**config.mk**
```make
export PLATFORM = sky130hd
export DESIGN_NAME = fpu_fle_flat
export DESIGN_NICKNAME = d
export VERILOG_FILES = /design/src/rtl/fle_pkg.sv /design/src/rtl/fpu_fle_if.sv /design/src/rtl/fle_cmp_core.sv /design/src/rtl/fpu_fle.sv /design/src/flat_wrapper.sv
export SDC_FILE = /design/constraint.sdc
export NUM_CORES = 1
export LEC_CHECK = 0
export ABC_AREA = 1
export CORE_ASPECT_RATIO = 1.25
export CORE_UTILIZATION = 32
export CTS_CLUSTER_SIZE = 20
export DETAILED_ROUTE_END_ITERATION = 7
export PLACE_DENSITY_LB_ADDON = 0.3
export SLEW_MARGIN = 0
export SYNTH_ARGS = -nofsm -noshare
export SYNTH_HDL_FRONTEND = slang
export SYNTH_SLANG_ARGS = --single-unit
```
**constraint.sdc**
```tcl
create_clock -name clk -period 0.8 [get_ports clk]
set_clock_uncertainty 0.2 [all_clocks]
set_input_delay 0.16 -clock clk [delete_from_list [all_inputs] [get_ports clk]]
set_output_delay 0.16 -clock clk [all_outputs]
set_load 0.05 [all_outputs]
```
**src/rtl/fle_pkg.sv**
```systemverilog
// -----------------------------------------------------------------------------
// fle_pkg
// Shared definitions for the binary32 less-than-or-equal comparator.
// It holds the field widths, a packed view of a binary32 value, and helper
// functions that classify an operand.
//
// Contents:
//   W, EXP_W, MAN_W  operand, exponent and mantissa widths (binary32 only)
//   EXP_MAX          all-ones exponent, used for infinities and NaNs
//   fp32_t           {sign, exp, man} packed view of one operand
//   is_nan()         exponent all ones and mantissa non-zero
//   is_zero()        exponent and mantissa both zero, either sign
//   is_inf()         exponent all ones and mantissa zero
//   magnitude()      the 31 bits below the sign
// -----------------------------------------------------------------------------
package fle_pkg;

    localparam int W     = 32;
    localparam int EXP_W = 8;
    localparam int MAN_W = 23;

    localparam logic [EXP_W-1:0] EXP_MAX = 8'hFF;

    typedef struct packed {
        logic             sign;
        logic [EXP_W-1:0] exp;
        logic [MAN_W-1:0] man;
    } fp32_t;

    // A NaN has the all-ones exponent and a non-zero mantissa. Quiet and
    // signalling NaNs are treated alike here.
    function automatic logic is_nan(input fp32_t f);
        return (f.exp == EXP_MAX) && (f.man != '0);
    endfunction

    // Both signed zeros count as zero. Denormals do not count as zero
    // because there is no flush-to-zero.
    function automatic logic is_zero(input fp32_t f);
        return (f.exp == '0) && (f.man == '0);
    endfunction

    // Infinities behave as ordinary ordered values in the compare.
    // This helper only makes the classification readable.
    function automatic logic is_inf(input fp32_t f);
        return (f.exp == EXP_MAX) && (f.man == '0);
    endfunction

    // Exponent and mantissa taken together as an unsigned magnitude.
    // In IEEE-754 ordering the larger bit pattern is the larger magnitude.
    function automatic logic [W-2:0] magnitude(input fp32_t f);
        return {f.exp, f.man};
    endfunction

endpackage

```
**src/rtl/fpu_fle_if.sv**
```systemverilog
// -----------------------------------------------------------------------------
// fpu_fle_if
// Operand and result bundle for the fpu_fle comparator.
// The master drives the operands and the slave (the comparator) returns the
// registered result one clock later.
//
// Signals:
//   in_valid    x1/x2 are valid this cycle
//   x1, x2      binary32 operands, {sign, exp[7:0], man[22:0]}
//   out_valid   y/exception hold the result of the previous cycle's operands
//   y           1 when x1 <= x2
//   exception   1 when either operand is NaN
//   nan_sticky  only present when FLE_STICKY_NAN_EN is defined
//
// Configuration macro: FLE_STICKY_NAN_EN
// -----------------------------------------------------------------------------
interface fpu_fle_if;
    import fle_pkg::*;

    logic         in_valid;
    logic [W-1:0] x1;
    logic [W-1:0] x2;
    logic         out_valid;
    logic         y;
    logic         exception;
`ifdef FLE_STICKY_NAN_EN
    logic         nan_sticky;
`endif

    // The master side supplies operands (the execute stage or a testbench).
    modport master (
        output in_valid, x1, x2,
`ifdef FLE_STICKY_NAN_EN
        input  nan_sticky,
`endif
        input  out_valid, y, exception
    );

    // The slave side is the comparator itself.
    modport slave (
        input  in_valid, x1, x2,
`ifdef FLE_STICKY_NAN_EN
        output nan_sticky,
`endif
        output out_valid, y, exception
    );

endinterface

```
**src/rtl/fle_cmp_core.sv**
```systemverilog
// -----------------------------------------------------------------------------
// fle_cmp_core
// Purely combinational binary32 "x1 <= x2" compare with NaN detection.
//
// Ports:
//   i_x1         operand 1, binary32
//   i_x2         operand 2, binary32
//   o_y          1 when x1 <= x2 (always 0 if either operand is NaN)
//   o_exception  1 when either operand is NaN
// -----------------------------------------------------------------------------
module fle_cmp_core
    import fle_pkg::*;
(
    input  logic [W-1:0] i_x1,
    input  logic [W-1:0] i_x2,
    output logic         o_y,
    output logic         o_exception
);

    fp32_t w_a;
    fp32_t w_b;

    logic  w_anyNan;
    logic  w_bothZero;
    logic  w_magLe;
    logic  w_magGe;

    assign w_a = fp32_t'(i_x1);
    assign w_b = fp32_t'(i_x2);

    assign w_anyNan   = is_nan(w_a) || is_nan(w_b);
    assign w_bothZero = is_zero(w_a) && is_zero(w_b);

    // Sign-magnitude encoding means the 31 bits below the sign order the
    // same way as the values they represent. This holds for denormals and
    // infinities as well, so one unsigned compare covers every non-NaN case
    // with matching signs.
    assign w_magLe = (magnitude(w_a) <= magnitude(w_b));
    assign w_magGe = (magnitude(w_a) >= magnitude(w_b));

    // Rules are applied in priority order. NaN makes the pair unordered.
    // Two zeros are equal regardless of sign. Differing signs are decided by
    // the sign alone. Matching signs use the magnitude compare, and the
    // direction is reversed for negatives.
    always_comb begin
        o_y         = 1'b0;
        o_exception = 1'b0;
        if (w_anyNan) begin
            o_exception = 1'b1;
            o_y         = 1'b0;
        end else if (w_bothZero) begin
            o_y = 1'b1;
        end else if (w_a.sign != w_b.sign) begin
            o_y = w_a.sign;
        end else if (!w_a.sign) begin
            o_y = w_magLe;
        end else begin
            o_y = w_magGe;
        end
    end

endmodule

```
**src/rtl/fpu_fle.sv**
```systemverilog
// -----------------------------------------------------------------------------
// fpu_fle
// IEEE-754 binary32 less-than-or-equal comparator for the FPU execute stage.
// It wraps fle_cmp_core with a single register stage, so latency is one clock.
// It has no backpressure, so a new operand pair can be taken every cycle.
//
// Ports:
//   clk   system clock, rising edge
//   rst   asynchronous, active-high reset
//   bus   fpu_fle_if.slave: in_valid, x1, x2 -> out_valid, y, exception
//         (and nan_sticky when FLE_STICKY_NAN_EN is defined)
//
// Configuration macro: FLE_STICKY_NAN_EN
//   When defined, bus.nan_sticky is set whenever a valid NaN pair is
//   accepted and stays set until reset.
// -----------------------------------------------------------------------------
module fpu_fle
    import fle_pkg::*;
(
    input  logic    clk,
    input  logic    rst,
    fpu_fle_if.slave bus
);

    logic w_cmpY;
    logic w_cmpException;

    logic r_outValid;
    logic r_y;
    logic r_exception;

    fle_cmp_core u_core (
        .i_x1        (bus.x1),
        .i_x2        (bus.x2),
        .o_y         (w_cmpY),
        .o_exception (w_cmpException)
    );

    // Result register. out_valid follows in_valid with a one-cycle delay.
    // y and exception load only on accepted operands. They keep their value
    // through idle cycles, so a consumer that samples late still sees the
    // last result. Reset throws away anything in flight.
    always_ff @(posedge clk or posedge rst) begin
        if (rst) begin
            r_outValid  <= 1'b0;
            r_y         <= 1'b0;
            r_exception <= 1'b0;
        end else begin
            r_outValid <= bus.in_valid;
            if (bus.in_valid) begin
                r_y         <= w_cmpY;
                r_exception <= w_cmpException;
            end
        end
    end

    assign bus.out_valid = r_outValid;
    assign bus.y         = r_y;
    assign bus.exception = r_exception;

`ifdef FLE_STICKY_NAN_EN
    logic r_nanSticky;

    // Sticky NaN flag. It samples the core's NaN detection directly, so it
    // sets on the same edge that registers the exception. Only reset clears
    // it, which lets software read it once after a long run of compares.
    always_ff @(posedge clk or posedge rst) begin
        if (rst) begin
            r_nanSticky <= 1'b0;
        end else if (bus.in_valid && w_cmpException) begin
            r_nanSticky <= 1'b1;
        end
    end

    assign bus.nan_sticky = r_nanSticky;
`endif

endmodule

```
**src/flat_wrapper.sv**
```systemverilog
// flat-port wrapper written by rule: the top's interface ports become plain ports
module fpu_fle_flat import fle_pkg::*;
  (clk, rst, bus_in_valid, bus_x1, bus_x2, bus_out_valid, bus_y, bus_exception);
  fpu_fle_if bus_i ();
  input  logic clk;
  input  logic rst;
  input wire logic [$bits(bus_i.in_valid)-1:0] bus_in_valid;
  input wire logic [$bits(bus_i.x1)-1:0] bus_x1;
  input wire logic [$bits(bus_i.x2)-1:0] bus_x2;
  output wire logic [$bits(bus_i.out_valid)-1:0] bus_out_valid;
  output wire logic [$bits(bus_i.y)-1:0] bus_y;
  output wire logic [$bits(bus_i.exception)-1:0] bus_exception;
  assign bus_i.in_valid = bus_in_valid;
  assign bus_i.x1 = bus_x1;
  assign bus_i.x2 = bus_x2;
  assign bus_out_valid = bus_i.out_valid;
  assign bus_y = bus_i.y;
  assign bus_exception = bus_i.exception;
  fpu_fle u_core (.clk(clk), .rst(rst), .bus(bus_i));
endmodule
```
==> results.cfg <==
[clock_tree]
cts_tree = built
cts_buffer_depth = 2
clock-root-buffer = clkbuf_8
clock_sinks = 3
clk_pin_slew_ns = 0.03
cts_inserted_buffers = 3
clock_latency_ns = 0.22
htreeDepth = 1

[worst_hold_path]
min_path_type = in2async

[outcome]
failed_checks = negative hold slack, negative setup slack
outcome = finished with violations

[synthesis]
ys_warn_count = 0
synth_cell_type_count = 19
synthCells = 212
syn_avg_cell_area_um2 = 5.98
synth-seq-cells = 3
syn_nets = 310
syn_area_um2 = 1270
ys_seq_area_share_pct = 5.92

[final_layout]
syn_to_final_growth_pct = 126
stdcell_area_um2 = 2870
drive_above_1_share_pct = 67.2
nNetsFinal = 419
antennaDiodeCount = 0

[critical_path]
critical_path_arrival_ns = 1.43
crit_start = bus_x2[16]
r2r_end = u_core.bus.y$_DFFE_PP0P_
start_kind = input pin
cp_data_required_time_ns = 0.72
rr_worst_depth = 3
r2r-start = u_core.bus.y$_DFFE_PP0P_
r2r_setup_slack_ns = -0.15
crit_type = in2reg
worstSetupEndpointType = flop
cp_max_fo = 2

[job]
maxCapViolations = 0

[timing]
timing.setup.tns_ns = -2.23
finalWorstSetupSlack_ns = -0.711
finalHoldViolCount = 3
worstMarginPinSlew_ns = 0.326
post-route-period-util_pct = 189
period_needed_ns = 1.51
final_max_slew_viol_count = 0
slew_headroom_pct = 78.1
rsz0062_at_grt = true
clock.fmax_ghz = 0.662
setup_violations = 5
hold_slack_ns = -0.0956

[place]
gp_congestion = 0.773
io_buffers = 69
post_dp_cell_area_um2 = 2430
dpl.hpwl_um = 3390

[power]
p_leak_nw = 1.37
p_per_area_nw_per_um2 = 754
vdd_ir_drop_max_uv = 430

[floorplan]
coreArea_um2 = 3780
io_pins = 70
initial_utilization_pct = 33.5
die_x_um = 58.3
die_h_um = 72.4
rows = 25
die_area_um2 = 4220

[global_route]
grt_max_degree = 5
antenna_found_initial = 0
grtUsageTotal_pct = 23.4
grt_pass1_vias = 1886
grt_pass1_wl_um = 7730
grt_overflow_total = 0

[detailed_routing]
routed_wl_um = 4870
drtIter0Drc = 47
via_per_inst = 4.81
drtPass1Iterations = 4
routedWlPerCell_um = 13.0
drc_errors = 0
ant_nets = 0
via_count = 1800
==> worst max-delay path by stage <==
stage / endpoint / cells past startpoint
2_1_floorplan: u_core.bus.y$_DFFE_PP0P_ / 14
3_3_place_gp: u_core.bus.y$_DFFE_PP0P_ / 15
3_5_place_dp: u_core.bus.y$_DFFE_PP0P_ / 15
4_1_cts: u_core.bus.y$_DFFE_PP0P_ / 15
5_1_grt: u_core.bus.y$_DFFE_PP0P_ / 15
6_report: u_core.bus.y$_DFFE_PP0P_ / 15
==> sequential cells by signal (all words and copies together) (netlist names) <==
name	count
u_core.bus.exception	1
u_core.bus.out_valid	1
u_core.bus.y	1
==> critical path, stage by stage <==
cell,delay (ns)
buf_2,0.10
inv_1,0.06
ha_4,0.26
buf_4,0.09
nand2_1,0.05
nor2_1,0.16
inv_2,0.09
nor2_4,0.09
nand2_2,0.07
nand2_2,0.06
nand2_2,0.05
nand2_2,0.06
nand3_2,0.05
nand2_1,0.05
nand2_1,0.04
==> report_power, final <==
group | switching, W | internal, W | total, W | leakage [nW]
registers | 0.0000144 | 0.000168 | 0.000182 | 0.0343
logic | 0.000708 | 0.000806 | 0.00151 | 1.31
clock network | 0.000124 | 0.000342 | 0.000466 | 0.0228
total | 0.000846 | 0.00132 | 0.00216 | 1.37
==> synth_stat cells <==
library cell | instances | share of area [%]
dfrtp_1 | 3 | 5.9
nand4_1 | 8 | 3.9
nand3b_4 | 1 | 1.6
nand2_2 | 2 | 0.99
nor3_1 | 3 | 1.2
nand3_1 | 6 | 2.4
inv_1 | 44 | 13
nor2_2 | 2 | 0.99
nand3_4 | 1 | 1.4
a21oi_1 | 9 | 3.6
nor4_1 | 7 | 3.5
nor2_1 | 26 | 7.7
inv_2 | 5 | 1.5
a21o_1 | 2 | 1.2
nor2_4 | 2 | 1.8
ha_1 | 31 | 31
nand2_1 | 57 | 17
and2_4 | 1 | 0.69
a21oi_2 | 2 | 1.4
==> kinds of logic after synthesis <==
kind of cell,Yosys count,share of synthesized area (%)
buffers and inverters,49,14.5
adders and majority gates,31,30.6
and+or+nand+nor,116,42.9
AOI/OAI and AO/OA,13,6.11
DFF,3,5.92
==> layer usage <==
layer / track usage (%) / vias to the layer above / part of all wire (%)
met5: 0 / - / 0
met4: 6.08 / 0 / 2.1
met3: 3.92 / 12 / 4.7
met2: 47.3 / 65 / 57
met1: 24.1 / 826 / 36
li1: - / 897 / -
==> stage by stage <==
stage	util [%]	power [W]	cells	setup slack (ns)
floorplan	-	0.000725	212	-0.715
global placement	64.3	0.00134	357	-1.46
detailed placement	64.3	0.00137	357	-1.49
CTS	73.0	0.00204	373	-0.696
global route	75.7	0.00232	374	-0.796
finish	75.7	0.00216	374	-0.711
==> repair_timing <==
action	in CTS	in global routing
endpoints found under the hold margin	3	3
buffers inserted	12	4
pin swaps	79	38
setup endpoints to repair	5	5
resized for setup	306	45
==> final cells by class <==
| type | instances | area (um2) |
|---|---|---|
| well taps | 54 | 67.6 |
| repair buffers | 104 | 867 |
| inverters | 49 | 226 |
| multi-input cells | 160 | 1580 |
| clock buffers | 4 | 45.0 |
| flip-flops and latches | 3 | 77.6 |
| fillers | 287 | 920 |
==> layout by cell type, fill, tap and decap left out, drive strengths merged, types with 2 or more instances in the layout <==
cell / Yosys / routed
a21oi: 11 / 11
nand3: 7 / 7
dfrtp: 3 / 3
inv: 49 / 49
a21o: 2 / 2
ha: 31 / 31
nor4: 7 / 7
nand2: 59 / 59
nor3: 3 / 3
buf: 0 / 89
nor2: 30 / 30
nand4: 8 / 8
clkbuf: 0 / 8
clkdlybuf4s15: 0 / 7
clkdlybuf4s50: 0 / 4
Note: power is estimated with default switching activity, not from simulation.
